## config.mk

```make
export PLATFORM = sky130hd
export DESIGN_NAME = uart_rx_fifo
export DESIGN_NICKNAME = d
export VERILOG_FILES = /design/src/rtl/uart_pkg.sv /design/src/rtl/uart_fifo_mem.sv /design/src/rtl/uart_rx_fifo.sv
export SDC_FILE = /design/constraint.sdc
export NUM_CORES = 1
export LEC_CHECK = 0
export CORE_MARGIN = 4
export CORE_UTILIZATION = 30
export CTS_CLUSTER_DIAMETER = 50
export DETAILED_ROUTE_END_ITERATION = 10
export PLACE_DENSITY = 0.46
export SKIP_LAST_GASP = 1
export SYNTH_ARGS = -nofsm -noshare
export SYNTH_HDL_FRONTEND = slang
export SYNTH_HIERARCHICAL = 1
export SYNTH_SLANG_ARGS = --single-unit
```

## constraint.sdc

```tcl
create_clock -name clk_i -period 3.1 [get_ports clk_i]
set_input_delay 0.31 -clock clk_i [delete_from_list [all_inputs] [get_ports clk_i]]
set_output_delay 0.31 -clock clk_i [all_outputs]
set_load 0.02 [all_outputs]
```

## src/rtl/uart_pkg.sv

```systemverilog
// Shared UART constants: data width, RX FIFO geometry and status byte layout.
package uart_pkg;

  localparam int unsigned DATA_BITS  = 8;
  localparam int unsigned FIFO_DEPTH = 16;
  localparam int unsigned ADDR_W     = $clog2(FIFO_DEPTH);
  localparam int unsigned CNT_W      = ADDR_W + 1;

  // Bit positions inside the UARTstat byte.
  localparam int unsigned STAT_OVR     = 7;
  localparam int unsigned STAT_FULL    = 6;
  localparam int unsigned STAT_EMPTY   = 5;
  localparam int unsigned STAT_CNT_LSB = 0;

  // Pack flags and occupancy into the processor-visible status byte.
  function automatic logic [7:0] pack_status(input logic             ovr,
                                             input logic             full,
                                             input logic             empty,
                                             input logic [CNT_W-1:0] cnt);
    logic [7:0] s;
    s                          = '0;
    s[STAT_OVR]                = ovr;
    s[STAT_FULL]               = full;
    s[STAT_EMPTY]              = empty;
    s[STAT_CNT_LSB +: CNT_W]   = cnt;
    return s;
  endfunction

endpackage

```

## src/rtl/uart_fifo_mem.sv

```systemverilog
// Register-file storage for the RX FIFO: one synchronous write port, one
// asynchronous read port. Contents are intentionally not reset.
module uart_fifo_mem
  import uart_pkg::*;
(
  input  logic                 clk_i,
  input  logic                 we_i,
  input  logic [ADDR_W-1:0]    waddr_i,
  input  logic [DATA_BITS-1:0] wdata_i,
  input  logic [ADDR_W-1:0]    raddr_i,
  output logic [DATA_BITS-1:0] rdata_o
);

  logic [DATA_BITS-1:0] mem_q [FIFO_DEPTH];

  // Write the addressed entry on an accepted push.
  always_ff @(posedge clk_i) begin
    if (we_i) begin
      mem_q[waddr_i] <= wdata_i;
    end
  end

  assign rdata_o = mem_q[raddr_i];

endmodule

```

## src/rtl/uart_rx_fifo.sv

```systemverilog
// 16-entry receive buffer between the UART receiver and the processor.
// Captures bytes on the receiver done tick, returns them one cycle after a
// pop request, and tracks occupancy plus a sticky overrun flag.
module uart_rx_fifo
  import uart_pkg::*;
(
  input  logic                 clk_i,
  input  logic                 rst_ni,
  input  logic                 wr_tick_i,
  input  logic [DATA_BITS-1:0] wr_data_i,
  input  logic                 rd_req_i,
  input  logic                 clr_overrun_i,
  output logic [DATA_BITS-1:0] rd_data_o,
  output logic                 rd_valid_o,
  output logic                 empty_o,
  output logic                 full_o,
  output logic [CNT_W-1:0]     count_o,
  output logic                 overrun_o,
  output logic [7:0]           status_o
);

  localparam logic [CNT_W-1:0] FullCnt = CNT_W'(FIFO_DEPTH);

  logic [ADDR_W-1:0]    wr_ptr_q, wr_ptr_d;
  logic [ADDR_W-1:0]    rd_ptr_q, rd_ptr_d;
  logic [CNT_W-1:0]     count_q, count_d;
  logic [DATA_BITS-1:0] rd_data_q, rd_data_d;
  logic                 rd_valid_q, rd_valid_d;
  logic                 overrun_q, overrun_d;

  logic                 is_empty, is_full;
  logic                 pop_ok, wr_ok, drop;
  logic [DATA_BITS-1:0] mem_rdata;

  assign is_empty = (count_q == '0);
  assign is_full  = (count_q == FullCnt);

  // A pop frees a slot in the same cycle, so a write at full still lands.
  assign pop_ok = rd_req_i && !is_empty;
  assign wr_ok  = wr_tick_i && (!is_full || pop_ok);
  assign drop   = wr_tick_i && is_full && !pop_ok;

  uart_fifo_mem u_mem (
    .clk_i   (clk_i),
    .we_i    (wr_ok),
    .waddr_i (wr_ptr_q),
    .wdata_i (wr_data_i),
    .raddr_i (rd_ptr_q),
    .rdata_o (mem_rdata)
  );

  // Next-state for pointers, occupancy, read data and overrun flag.
  always_comb begin
    wr_ptr_d   = wr_ptr_q;
    rd_ptr_d   = rd_ptr_q;
    count_d    = count_q;
    rd_data_d  = rd_data_q;
    rd_valid_d = pop_ok;
    overrun_d  = overrun_q;

    if (wr_ok) begin
      wr_ptr_d = wr_ptr_q + ADDR_W'(1);
    end
    if (pop_ok) begin
      rd_ptr_d  = rd_ptr_q + ADDR_W'(1);
      rd_data_d = mem_rdata;
    end

    unique case ({wr_ok, pop_ok})
      2'b10:   count_d = count_q + CNT_W'(1);
      2'b01:   count_d = count_q - CNT_W'(1);
      default: count_d = count_q;
    endcase

    // A new drop wins over a coincident clear.
    if (drop) begin
      overrun_d = 1'b1;
    end else if (clr_overrun_i) begin
      overrun_d = 1'b0;
    end
  end

  // State registers with asynchronous active-low reset.
  always_ff @(posedge clk_i or negedge rst_ni) begin
    if (!rst_ni) begin
      wr_ptr_q   <= '0;
      rd_ptr_q   <= '0;
      count_q    <= '0;
      rd_data_q  <= '0;
      rd_valid_q <= 1'b0;
      overrun_q  <= 1'b0;
    end else begin
      wr_ptr_q   <= wr_ptr_d;
      rd_ptr_q   <= rd_ptr_d;
      count_q    <= count_d;
      rd_data_q  <= rd_data_d;
      rd_valid_q <= rd_valid_d;
      overrun_q  <= overrun_d;
    end
  end

  assign rd_data_o  = rd_data_q;
  assign rd_valid_o = rd_valid_q;
  assign empty_o    = is_empty;
  assign full_o     = is_full;
  assign count_o    = count_q;
  assign overrun_o  = overrun_q;
  assign status_o   = pack_status(overrun_q, is_full, is_empty, count_q);

endmodule
```

Word level (Yosys, flattened, before mapping). Memory sizes are Yosys's and may differ from the RTL's. A register that Yosys moved wholly into a read port is not among the register bits. Index checks and enable logic that the tools add are counted.

Logic and storage cells: 30. Register bits after elaboration: 15. Input bits: 13. Memories kept: 1. RAM bits: 128. Output and inout port bits: 25.

Memories: u_mem.mem_q (depth 16, bits a word 8, rd ports 1, clocked after memory_dff 1, write ports 1, line uart_fifo_mem.sv:14) `logic [DATA_BITS-1:0] mem_q [FIFO_DEPTH];`.

Mux-type cells: 5. Add/sub/neg operators: 4. Reductions and logical operators: 12. Eq/ne operators: 3.

Operators with widths (number): $pmux 5 s2 (1); $add 4x1->4 const B (2); $add 5x1->5 const B (1); $eq 5x5->1 const B (1); $logic_not 5->1 (1); $sub 5x1->5 const B (1); $logic_and 1x1->1 (4); $logic_not 1->1 (4); $mux 1 (4); $reduce_bool 2->1 (2); $eq 2x1->1 const B (1); $eq 2x2->1 const B (1); $logic_or 1x1->1 (1).

Logic depth before layout (Yosys ltp). Gate-level depths: netlist of run 1.

Depth in word-level cells: 7. Depth in mapped cells: 10. Depth with buffers taken out: 8.

Modules after synthesis. The synthesis of run 1 kept the hierarchy.

By module, submodules not included: uart_fifo_mem (instances 1, seq. area each 3843.7 um^2, cells each 221, area an instance 4987.3 um^2); uart_rx_fifo (instances 1, seq. area each 575.6 um^2, cells each 126, area an instance 1252.5 um^2).

Least setup slack after synthesis of run 1. OpenSTA, ideal clock, no wires.

Kind: flip-flop to flip-flop. From: register count_q[0], in the netlist count_o[0]. To: register count_q[2], in the netlist count_o[2]. Stages on the path, launching flop included: 11. Buffers on the path: 2. Period minus slack after synthesis: 2826 ps. Required time: 2953 ps. Arrival time: 2679 ps. Library setup time: 147 ps. Slack: 274 ps. Cell sequence: dfrtp_1 or4_1 buf_6 o21ai_2 buf_2 nor2_1 fa_1 xnor2_1 a31oi_1 o22ai_1 a31oi_1.

Word-level cells in the longest chain between the ends: 7. Elaborated cells between the ends (all ways): 13. Classes of those cells: 2 x add/sub; 3 x eq/ne; 1 x mux; 7 x reduce/logical.

Ends and longest elaborated chain: start: declaration (line uart_rx_fifo.sv:26) `logic [CNT_W-1:0] count_q, count_d;`; start signal: assignment (line uart_rx_fifo.sv:95) `count_q <= count_d;`; $logic_not 5->1 (line uart_rx_fifo.sv:35) `assign is_empty = (count_q == '0);`; $logic_not 1->1 (line uart_rx_fifo.sv:39) `assign pop_ok = rd_req_i && !is_empty;`; $logic_and 1x1->1 (line uart_rx_fifo.sv:39); $logic_or 1x1->1 (line uart_rx_fifo.sv:40) `assign wr_ok = wr_tick_i && (!is_full || pop_ok);`; $logic_and 1x1->1 (line uart_rx_fifo.sv:40); $eq 2x1->1 or $eq 2x2->1 (tied branches) (line uart_rx_fifo.sv:69) `unique case ({wr_ok, pop_ok})`; $pmux 5 s2 or $reduce_bool 2->1 (tied branches).

Parallel ways exist; a longest one is shown, timed or not. A chain may end at the register's enable or synchronous reset.

Worst setup path after layout of run 1.
From: register count_q[0], in the netlist count_o[0]. To: output port empty_o.

Word-level cells in the longest chain between the ends: 1.

Ends and longest elaborated chain: $logic_not 5->1 (line uart_rx_fifo.sv:35); end: declaration (line uart_rx_fifo.sv:15) `output logic empty_o,`.

No other way between the ends.

==> results of run 1 <==
## power by group
group / switching (uW) / internal (uW)
sequential: 221 / 2530
clock: 754 / 1330
combinational: 1210 / 1000
total: 2190 / 4870
## layout make-up
class | instances | area [um2] | share of cell area
Timing Repair Buffer | 56 | 513 | 0.0683
Tap cell | 270 | 338 | 0.0450
Multi-Input combinational cell | 169 | 1630 | 0.217
Sequential cell | 151 | 4420 | 0.589
Inverter | 3 | 11.3 | 0.00150
Clock buffer | 21 | 440 | 0.0587
Clock inverter | 10 | 154 | 0.0205
## critical path: stages, from the launching register on
cell and delay [ns]:
dfrtp_1 0.47, or4_1 0.59, buf_4 0.19, nor2_1 0.24
clkdlybuf4s50_1 0.66
## registers in the layout (all words and copies together) (netlist names)
signal / count
u_mem/mem_q: 128
rd_valid_o: 1
count_o: 5
wr_ptr_q: 4
rd_ptr_q: 4
overrun_o: 1
rd_data_o: 8
## per-stage QoR
step / worst slack [ns] / power (uW) / hold slack, ns / util / area, um2
final: 0.222 / 7050 / 0.281 / 0.369 / 7510
after global routing: 0.148 / 7450 / 0.311 / 0.369 / 7510
after CTS: 0.193 / 7150 / 0.270 / 0.369 / 7510
after detailed placement: 0.565 / 5040 / 0.466 / 0.339 / 6910
after global placement: 0.594 / 5040 / 0.461 / 0.339 / 6910
after floorplan: 0.274 / 4300 / 0.0144 / - / 6240
## worst max-delay path by stage
stage / startpoint / to / slack (ns)
3_3_place_gp: count_o[0] / count_o[2] / 0.59
6_report: count_o[0] / empty_o / 0.22
4_1_cts: count_o[0] / status_o[5] / 0.19
2_1_floorplan: count_o[0] / count_o[2] / 0.27
3_5_place_dp: count_o[0] / count_o[2] / 0.56
5_1_grt: count_o[0] / empty_o / 0.15
## synthesized netlist by cell type (2+ instances only)
library cell,number
clkbuf_1,3
ha_1,5
mux2i_1,3
and2_1,2
mux4_1,14
nand3b_1,2
nand2_1,38
buf_4,9
clkdlybuf4s25_2,3
xor2_1,2
buf_6,4
xnor2_1,7
o21ai_0,2
nand4_1,2
nor2_1,20
nor2b_1,3
mux2_4,2
mux4_2,18
nand2b_1,5
dfrtp_1,23
edfxtp_1,128
nor3_1,5
a22oi_1,16
nand3_1,2
a21oi_1,2
a31oi_1,3
buf_2,5
inv_1,2
## cells by family (layout without fill, tap and decap cells)
group / count (synthesis) / in the layout / share of synthesized area
buffers and inverters: 27 / 90 / 0.0305
DFF: 151 / 151 / 0.708
muxes: 37 / 37 / 0.134
and+or+nand+nor: 83 / 83 / 0.0598
AOI/OAI and AO/OA: 34 / 34 / 0.0421
xor gates and xnor gates: 9 / 9 / 0.0126
adders and majority gates: 6 / 6 / 0.0132
## routing by layer
layer,share of wire,up-vias,routed length (um),track usage
met5,0,-,0,0
met4,0.011,0,152,0.0411
met3,0.041,9,546,0.0290
met2,0.47,85,6270,0.181
met1,0.47,1658,6260,0.165
li1,-,1466,-,-
## cells in the final DEF, fill, tap and decap left out, types with 4 or more instances in the layout
cell,instances
a22oi_1,16
mux4_2,18
mux4_1,14
nand2b_1,5
bufinv_16,4
nor3_1,5
xnor2_1,7
clkdlybuf4s50_1,37
nand2_1,38
edfxtp_1,128
nor2_1,20
buf_4,19
ha_1,5
clkbuf_16,17
clkbuf_1,4
dfrtp_1,22
==> metrics.txt, run 1 <==
Primary FF master, synth=edfxtp_1; Post-Synthesis Cells=~350; Die X=152 um; largest net degree at the start of global routing=36; num ports=38; vias in the first global route=3,384; CTS max path bufs=2; Sink Count=151; port bufs=37; Row Count=52; status=finished, final reports clean; GRT Total Usage=0.118; clock skew=around 0.0068 ns; Hold Path Class=primary input to async pin; power per cell area=between 900 and 1000 nW/um2; critical path arrival=2.57 ns; GRT overflow=0; post-synth top area cell=edfxtp_1; Crit Reg-Reg Endpoint=count_o[2]; Layout Nets=between 400 and 500; CTS buffer count=17; DIE HEIGHT=152 um; vias post-DR=3,218; sequential cell area fraction in the yosys report=0.708; worst reg2reg path depth=8; pins over their slew limit=0; cts repair resizes=0; static leakage power=between 0.002 and 0.003 uW; DRT Wirelength=between 10,000 and 15,000 um; largest cells by area after synthesis=edfxtp_1 (62%), dfrtp_1 (9.2%), mux4_2 (6.5%); f_max=approximately 350 MHz; residual DRC count=0; WL per Instance=between 15 and 20 um; Initial Util=0.306; crit path max fanout=7; Synth top area share=0.616; Yosys Warn Count=6; Critical Path Start Type=flop; relative slew slack=0.480; Synth Area per Inst=around 18 um2; Placed Cells=649; worst endpoint required time=approximately 2.8 ns; initial antenna violation count=0; Seq cells post-synth=between 150 and 200; EDFF count, synth=128; share of cells above drive strength 1=0.171; Hold Violations, Final=0; critical path class=flop to primary output; worst slew pin tran=between 0.7 and 0.8 ns; Routed Antenna Nets=0; First-pass DRT Iterations=4; # diodes=0; post-DP HPWL=~8500 um; Placer Congestion=0.762; area delta synth->final=20.3%; Layout fillers=about 1,900; number of library cell types mapped by synthesis=45; Max IR drop VDD=around 0.32 mV; setup TNS=0 ns; Post-CTS Setup Inserts=0; Critical R2R Launch=count_o[0]; Tmin final=about 2.9 ns; number of DRC markers in iteration 0=roughly 220; cts-stage hold buffer count=0; RSZ-0062 raised after global routing=false; CTS clock-pin slew for the worst setup and hold paths=~0.060 ns; Syn Nets=366; Max Cap Violations=0; Finished Layout Cells=680; Root Buffer=clkbuf_16; Reg2Reg Setup Slack=0.57 ns; asr flop ratio synth=0.152; CTS tree=yes; H-tree depth=4; endpoints failing setup=0; Worst-Skew Late Latency=approximately 0.4 ns; critical path capture point type=primary output; first-pass GRT wire length=20,500 um; die area=around 23,000 um2; Tcrit/Tclk final=0.928; Vias/cell=4.73; core area=between 20,000 and 25,000 um2; synthesized area=6240 um2
(Power assumes the default switching activity.)
==> inputs of run 2 (changes only) <==
--- a/config.mk
+++ b/config.mk
@@ -9,9 +9,8 @@
 export CORE_UTILIZATION = 30
 export CTS_CLUSTER_DIAMETER = 50
 export DETAILED_ROUTE_END_ITERATION = 10
-export PLACE_DENSITY = 0.46
+export RECOVER_POWER = 25
 export SKIP_LAST_GASP = 1
 export SYNTH_ARGS = -nofsm -noshare
 export SYNTH_HDL_FRONTEND = slang
-export SYNTH_HIERARCHICAL = 1
 export SYNTH_SLANG_ARGS = --single-unit
==> run 2 against run 1 <==
Critical path depth increased by 5. Sequential power increased by 3%. Flip-flop and latch count unchanged. Final area decreased by 1.3%. Highest routed layer unchanged. Synthesized cell count decreased by 8.1%. Largest cell class unchanged. Via count decreased by 8.0%. First-iteration DRC count increased by 8.9%. Worst hold slack improved by 0.18 ns. Non-clock buffer count decreased by 10.
==> metrics.txt, run 2 <==
asr flop ratio synth=0.152 (unchanged); clock power share=0.305 (was 0.296); largest net degree at the start of global routing=24 (was 36); GRT Total Usage=0.114 (was 0.118); CTS tree=yes (unchanged); Initial Util=0.304 (was 0.306); largest cells by area after synthesis=edfxtp_1 (62%), mux4_2 (12%), dfrtp_1 (9.3%) (was edfxtp_1 (62%), dfrtp_1 (9.2%), mux4_2 (6.5%)); sw frac=0.313 (was 0.310); total design power=6940 uW (was 7050 uW); RSZ-0062 raised after global routing=false (unchanged); crit path max fanout=6 (was 7); CP max-delay cell=or4_4 (was clkdlybuf4s50_1); H-tree depth=4 (unchanged); core area=20,200 um2 (was 20,400 um2); Top reg by flops=u_mem.mem_q (was u_mem/mem_q); die area=22,900 um2 (was 23,200 um2); critical path arrival=3.06 ns (was 2.57 ns); NetSw=2180 uW (was 2190 uW); CTS max path bufs=2 (unchanged); Row Count=52 (unchanged); CTS buffer count=17 (unchanged); # diodes=0 (unchanged); port bufs=37 (unchanged); Max IR drop VDD=0.356 mV (was 0.315 mV); setup TNS=0 ns (unchanged); cts repair resizes=0 (unchanged); Final Worst Setup Slack=0.378 ns (was 0.222 ns); Yosys Warn Count=0 (was 6); vias post-DR=2,959 (was 3,218); critical path class=flop to flop (was flop to primary output); Synth Area in Simple Gates=0.0437 (was 0.0598); status=finished, final reports clean (unchanged); first-pass GRT wire length=18,900 um (was 20,500 um); max reg flops=128 (unchanged); Syn Nets=341 (was 366); area delta synth->final=20.4% (was 20.3%); Die X=151 um (was 152 um); Worst-Skew Late Latency=0.42 ns (was 0.41 ns); relative slew slack=0.0753 (was 0.480); vias in the first global route=3,181 (was 3,384); worst slew pin tran=1.39 ns (was 0.777 ns); static leakage power=0.00252 uW (was 0.00260 uW); pre-CTS WS=0.410 ns (was 0.565 ns); share of cells above drive strength 1=0.215 (was 0.171); cell family with the largest share of critical-path delay=simple AND/OR/NAND/NOR gates (was buffers and inverters); Hold Path Class=primary input to flop (was primary input to async pin); Synth Area in Adders=0.0195 (was 0.0132); Reg2Reg Setup Slack=0.38 ns (was 0.57 ns); complex-gate fraction of the synthesized area=0.0325 (was 0.0421); Tmin final=2.72 ns (was 2.88 ns); mux cell area share after synthesis=0.148 (was 0.134); main combinational cell family by area after synthesis=multiplexers (unchanged); Post-CTS Setup Inserts=0 (unchanged); most common cell in the synthesized netlist=edfxtp_1 (unchanged); number of DRC markers in iteration 0=244 (was 224); CP peak stage delay=0.60 ns (was 0.66 ns); Hold Violations, Final=0 (unchanged); Layout Nets=386 (was 417); Post-Synth XOR/XNOR Area=0.0128 (was 0.0126); EDFF count, synth=128 (unchanged); power per cell area=937 nW/um2 (was 940 nW/um2); commonest non-fill, non-tap cells in the layout=edfxtp_1 (128), mux4_2 (32), clkdlybuf4s50_1 (32) (was edfxtp_1 (128), nand2_1 (38), clkdlybuf4s50_1 (37)); pins over their slew limit=0 (unchanged); Routed Antenna Nets=0 (unchanged); Hold Worst Slack=0.457 ns (was 0.281 ns); cts-stage hold buffer count=0 (unchanged); Critical Path Start Type=flop (unchanged); synthesized area=6160 um2 (was 6240 um2); worst endpoint required time=3.44 ns (was 2.79 ns); Comb pwr share=0.290 (was 0.313); buffer and inverter count on the worst path=0 (was 2); f_max=367 MHz (was 348 MHz); GRT overflow=0 (unchanged); residual DRC count=0 (unchanged); CTS clock-pin slew for the worst setup and hold paths=0.07 ns (was 0.06 ns); DRT Wirelength=12,200 um (was 13,200 um); CP Cell Sequence=or4_4, o21ai_4, nor2_2, ha_1, nor2b_1, o21a_1, or2_1, o32a_1, o211ai_1 (was or4_1, buf_4, nor2_1, clkdlybuf4s50_1); critical path capture point type=flop (was primary output); post-DP HPWL=8040 um (was 8550 um); endpoints failing setup=0 (unchanged); Tcrit/Tclk final=0.878 (was 0.928); Seq cells post-synth=151 (unchanged); clock skew=0.00966 ns (was 0.00676 ns); Synth Area per Inst=19.3 um2 (was 18.0 um2); commonest non-fill, non-tap cell in the layout=edfxtp_1 (unchanged); Layout fillers=1,837 (was 1,878); Max Cap Violations=0 (unchanged); Root Buffer=clkbuf_16 (unchanged); Vias/cell=4.57 (was 4.73); post-synth top area cell=edfxtp_1 (unchanged); num ports=38 (unchanged); DIE HEIGHT=151 um (was 152 um); WL per Instance=18.9 um (was 19.5 um); First-pass DRT Iterations=4 (unchanged); cell-internal power=4770 uW (was 4870 uW); Post-synth top cells=edfxtp_1 (128), mux4_2 (32), dfrtp_1 (23) (was edfxtp_1 (128), nand2_1 (38), dfrtp_1 (23), nor2_1 (20), mux4_2 (18)); Placer Congestion=0.775 (was 0.762); initial antenna violation count=0 (unchanged); Synth top area share=0.624 (was 0.616); Primary FF master, synth=edfxtp_1 (unchanged); part of the power in registers=0.405 (was 0.390); Sink Count=151 (unchanged); Post-Synthesis Cells=319 (was 347); sequential cell area fraction in the yosys report=0.718 (was 0.708); number of library cell types mapped by synthesis=40 (was 45)
## run 2: changes by cell type after synthesis, moves of 4 or more
cell / change
and2_1: +14
a22oi_1: -16
inv_1: +7
mux2i_1: +13
o221ai_1: +7
nor3_1: -4
nand2_1: -22
nand2b_1: -5
mux4_1: -14
nor2_1: -19
mux4_2: +14
## run 2: stage by stage
stage | area (um2) | utilization | instances
4_1_cts | 7420 | 0.367 | 647
5_1_grt | 7410 | 0.366 | 647
3_5_place_dp | 6810 | 0.336 | 615
3_3_place_gp | 6810 | 0.336 | 615
2_1_floorplan | 6160 | - | 319
6_report | 7410 | 0.366 | 647
## run 2: worst reg2reg max path: cells and delay by family (launching register included)
family / cells / cell delay (ns)
and+or+nand+nor: 4 / 1.08
AOI/OAI and AO/OA: 4 / 0.77
DFF: 1 / 0.46
adders and majority gates: 1 / 0.34
## run 2: final cells by class
cell class              count  area (um2)  share of cell area
inverters                   9        33.8             0.00456
multi-input cells         139        1580               0.213
clock inverters            15         184              0.0248
flip-flops and latches    151        4420               0.596
clock buffers              17         425              0.0574
repair buffers             46         434              0.0586
well taps                 270         338              0.0456
## run 2: metal layers
layer  vias to the layer above  part of all wire  track usage
li1                       1352                 -            -
met1                      1532              0.43        0.144
met2                        61              0.52        0.191
met3                        14             0.036       0.0293
met4                         0             0.016       0.0390
met5                         -                 0            0
## run 2: path summary, 6_finish.rpt
kind / from / to / cells past startpoint
min: clr_overrun_i / overrun_o / 2
min in group asynchronous: rst_ni / overrun_o / 2
max in group asynchronous: rst_ni / rd_ptr_q[0] / 2
min reg2reg: rd_data_o[5] / rd_data_o[5] / 2
max: count_o[1] / count_o[4] / 9
max reg2reg: count_o[1] / count_o[4] / 9
## run 2: cells by family after synthesis
group,count (synthesis)
AO/OA/AOI/OAI,23
XOR/XNOR,9
adder cells (fa/ha/maj),9
buffers and inverters,29
flip-flops,151
multiplexers,50
AND/OR/NAND/NOR,48
## run 2: power groups by stage
| stage | sequential [uW] | combinational [uW] | clock (uW) |
|---|---|---|---|
| after floorplan | 2810 | 1400 | 0 |
| after global placement | 2840 | 2030 | 0 |
| after detailed placement | 2870 | 2050 | 0 |
| after CTS | 2830 | 2050 | 2150 |
| after global routing | 2860 | 2180 | 2230 |
| final | 2820 | 2010 | 2120 |
==> inputs of run 3 (changes only) <==
--- a/config.mk
+++ b/config.mk
@@ -7,8 +7,8 @@
 export LEC_CHECK = 0
 export CORE_MARGIN = 4
 export CORE_UTILIZATION = 30
-export CTS_CLUSTER_DIAMETER = 50
 export DETAILED_ROUTE_END_ITERATION = 10
+export PLACE_DENSITY = 0.47
 export RECOVER_POWER = 25
 export SKIP_LAST_GASP = 1
 export SYNTH_ARGS = -nofsm -noshare
==> run 3 against run 2 <==
Maximum frequency up 1.1%. Clock-buffer cell count increased by 1. Sequential share of layout area shrank 0.48 points. Clock skew up 0.00091 ns. Worst hold slack lost 0.0014 ns. First-iteration DRC count decreased by 30%. Critical endpoint unchanged.
==> metrics.txt, run 3 (synthesis gave the netlist of run 2 again) <==
Tcrit/Tclk final=0.868 (was 0.878); setup TNS=0 ns (unchanged); Finished Cell Area=7470 um2 (was 7410 um2); initial antenna violation count=0 (unchanged); Hold Path Class=primary input to flop (unchanged); Die X=151 um (unchanged); # diodes=0 (unchanged); CTS clock-pin slew for the worst setup and hold paths=0.07 ns (about the same); Initial Util=0.304 (unchanged); die area=22,900 um2 (unchanged); utilization after layout=0.369 (was 0.366); WL per Instance=19.4 um (was 18.9 um); vias in the first global route=3,139 (was 3,181); Row Count=52 (unchanged); status=finished, final reports clean (unchanged); critical path arrival=3.03 ns (was 3.06 ns); crit path max fanout=7 (was 6); GRT overflow=0 (unchanged); cts repair resizes=0 (unchanged); endpoints failing setup=0 (unchanged); Hold Worst Slack=0.456 ns (was 0.457 ns); critical path capture point type=flop (unchanged); first-pass GRT wire length=19,600 um (was 18,900 um); Hold Violations, Final=0 (unchanged); residual DRC count=0 (unchanged); DRT Wirelength=12,600 um (was 12,200 um); Tmin final=2.69 ns (was 2.72 ns); GRT Total Usage=0.120 (was 0.114); Placer Congestion=0.770 (was 0.775); f_max=371 MHz (was 367 MHz); CTS buffer count=17 (unchanged); clock skew=0.0106 ns (was 0.00966 ns); Hold Path Stages=2 (unchanged); CTS max path bufs=2 (unchanged); max reg flops=128 (unchanged); RSZ-0062 raised after global routing=false (unchanged); post-DP HPWL=8440 um (was 8040 um); critical path class=flop to flop (unchanged); share of cells above drive strength 1=0.220 (was 0.215); First-pass DRT Iterations=4 (unchanged); core area=20,200 um2 (unchanged); worst slew pin tran=1.40 ns (was 1.39 ns); worst endpoint required time=3.44 ns (about the same); Sink Count=151 (unchanged); num ports=38 (unchanged); Max IR drop VDD=0.424 mV (was 0.356 mV); static leakage power=0.00254 uW (was 0.00252 uW); CTS tree=yes (unchanged); relative slew slack=0.0664 (was 0.0753); Top reg by flops=u_mem.mem_q (unchanged); pins over their slew limit=0 (unchanged); Root Buffer=clkbuf_16 (unchanged); commonest non-fill, non-tap cell in the layout=edfxtp_1 (unchanged); H-tree depth=4 (unchanged); area delta synth->final=21.4% (was 20.4%); DP Area=6840 um2 (was 6810 um2); DIE HEIGHT=151 um (unchanged); Layout Nets=390 (was 386); Max Cap Violations=0 (unchanged); worst reg2reg path depth=9 (unchanged); Routed Antenna Nets=0 (unchanged); cts-stage hold buffer count=0 (unchanged); commonest non-fill, non-tap cells in the layout=edfxtp_1 (128), mux4_2 (32), clkdlybuf4s50_1 (30) (was edfxtp_1 (128), mux4_2 (32), clkdlybuf4s50_1 (32)); Worst-Skew Late Latency=0.42 ns (about the same); Post-CTS Setup Inserts=0 (unchanged); power per cell area=950 nW/um2 (was 937 nW/um2); Vias/cell=4.57 (about the same); vias post-DR=2,975 (was 2,959); port bufs=37 (unchanged); Critical Path Start Type=flop (unchanged); largest net degree at the start of global routing=24 (unchanged); number of DRC markers in iteration 0=170 (was 244)
## run 3: cell count changes in the layout (fill, tap and decap cells not counted), sizes merged
cell	before	now
clkbuf	18	19
buf	8	12
inv	17	16
dlygate4sd3	5	7
bufinv	2	4
clkinv	5	1
clkinvlp	0	2
clkdlybuf4s50	32	30
## run 3: cell type report
type                       count  area (um2)
fill                        1840       12800
multi-input combinational    139        1580
inverter                       9        33.8
timing repair buffer          50         464
clock buffer                  18         429
tap                          270         338
sequential                   151        4420
clock inverter                14         210
## run 3: path summary, 6_finish.rpt
path	start	end	slack, ns
hold reg to reg	rd_data_o[2]	rd_data_o[2]	0.49
hold / removal	clr_overrun_i	overrun_o	0.46
setup / recovery	count_o[0]	count_o[4]	0.41
setup reg to reg	count_o[0]	count_o[4]	0.41
min in group asynchronous	rst_ni	count_o[4]	0.73
max in group asynchronous	rst_ni	rd_data_o[6]	1.53
## run 3: power by group
group | total [uW] | switching [uW] | internal, uW
clock network | 2220 | 852 | 1370
registers | 2780 | 257 | 2520
logic | 2100 | 1050 | 1050
total | 7100 | 2160 | 4940
## run 3: worst max-delay path: stages, from the launching register on
cell      delay, ns
dfrtp_1        0.47
or4_4          0.58
o21ai_4        0.15
nor2_2         0.09
ha_1           0.33
nor2b_1        0.14
o21a_1         0.16
or2_1          0.24
o32a_1         0.28
o211ai_1       0.16
## run 3: metal layers
layer  vias to the layer above  share of wire  track usage
met2                        40           0.50        0.189
met3                        14          0.021       0.0272
li1                       1365              -            -
met4                         0          0.020       0.0521
met1                      1556           0.46        0.158
met5                         -              0            0
## run 3: per-stage QoR
step	total power [uW]	instances	setup slack, ns
5_1_grt	7480	651	0.282
2_1_floorplan	4220	319	0.433
4_1_cts	7220	651	0.392
3_3_place_gp	4960	619	0.449
3_5_place_dp	4970	619	0.425
6_report	7100	651	0.408
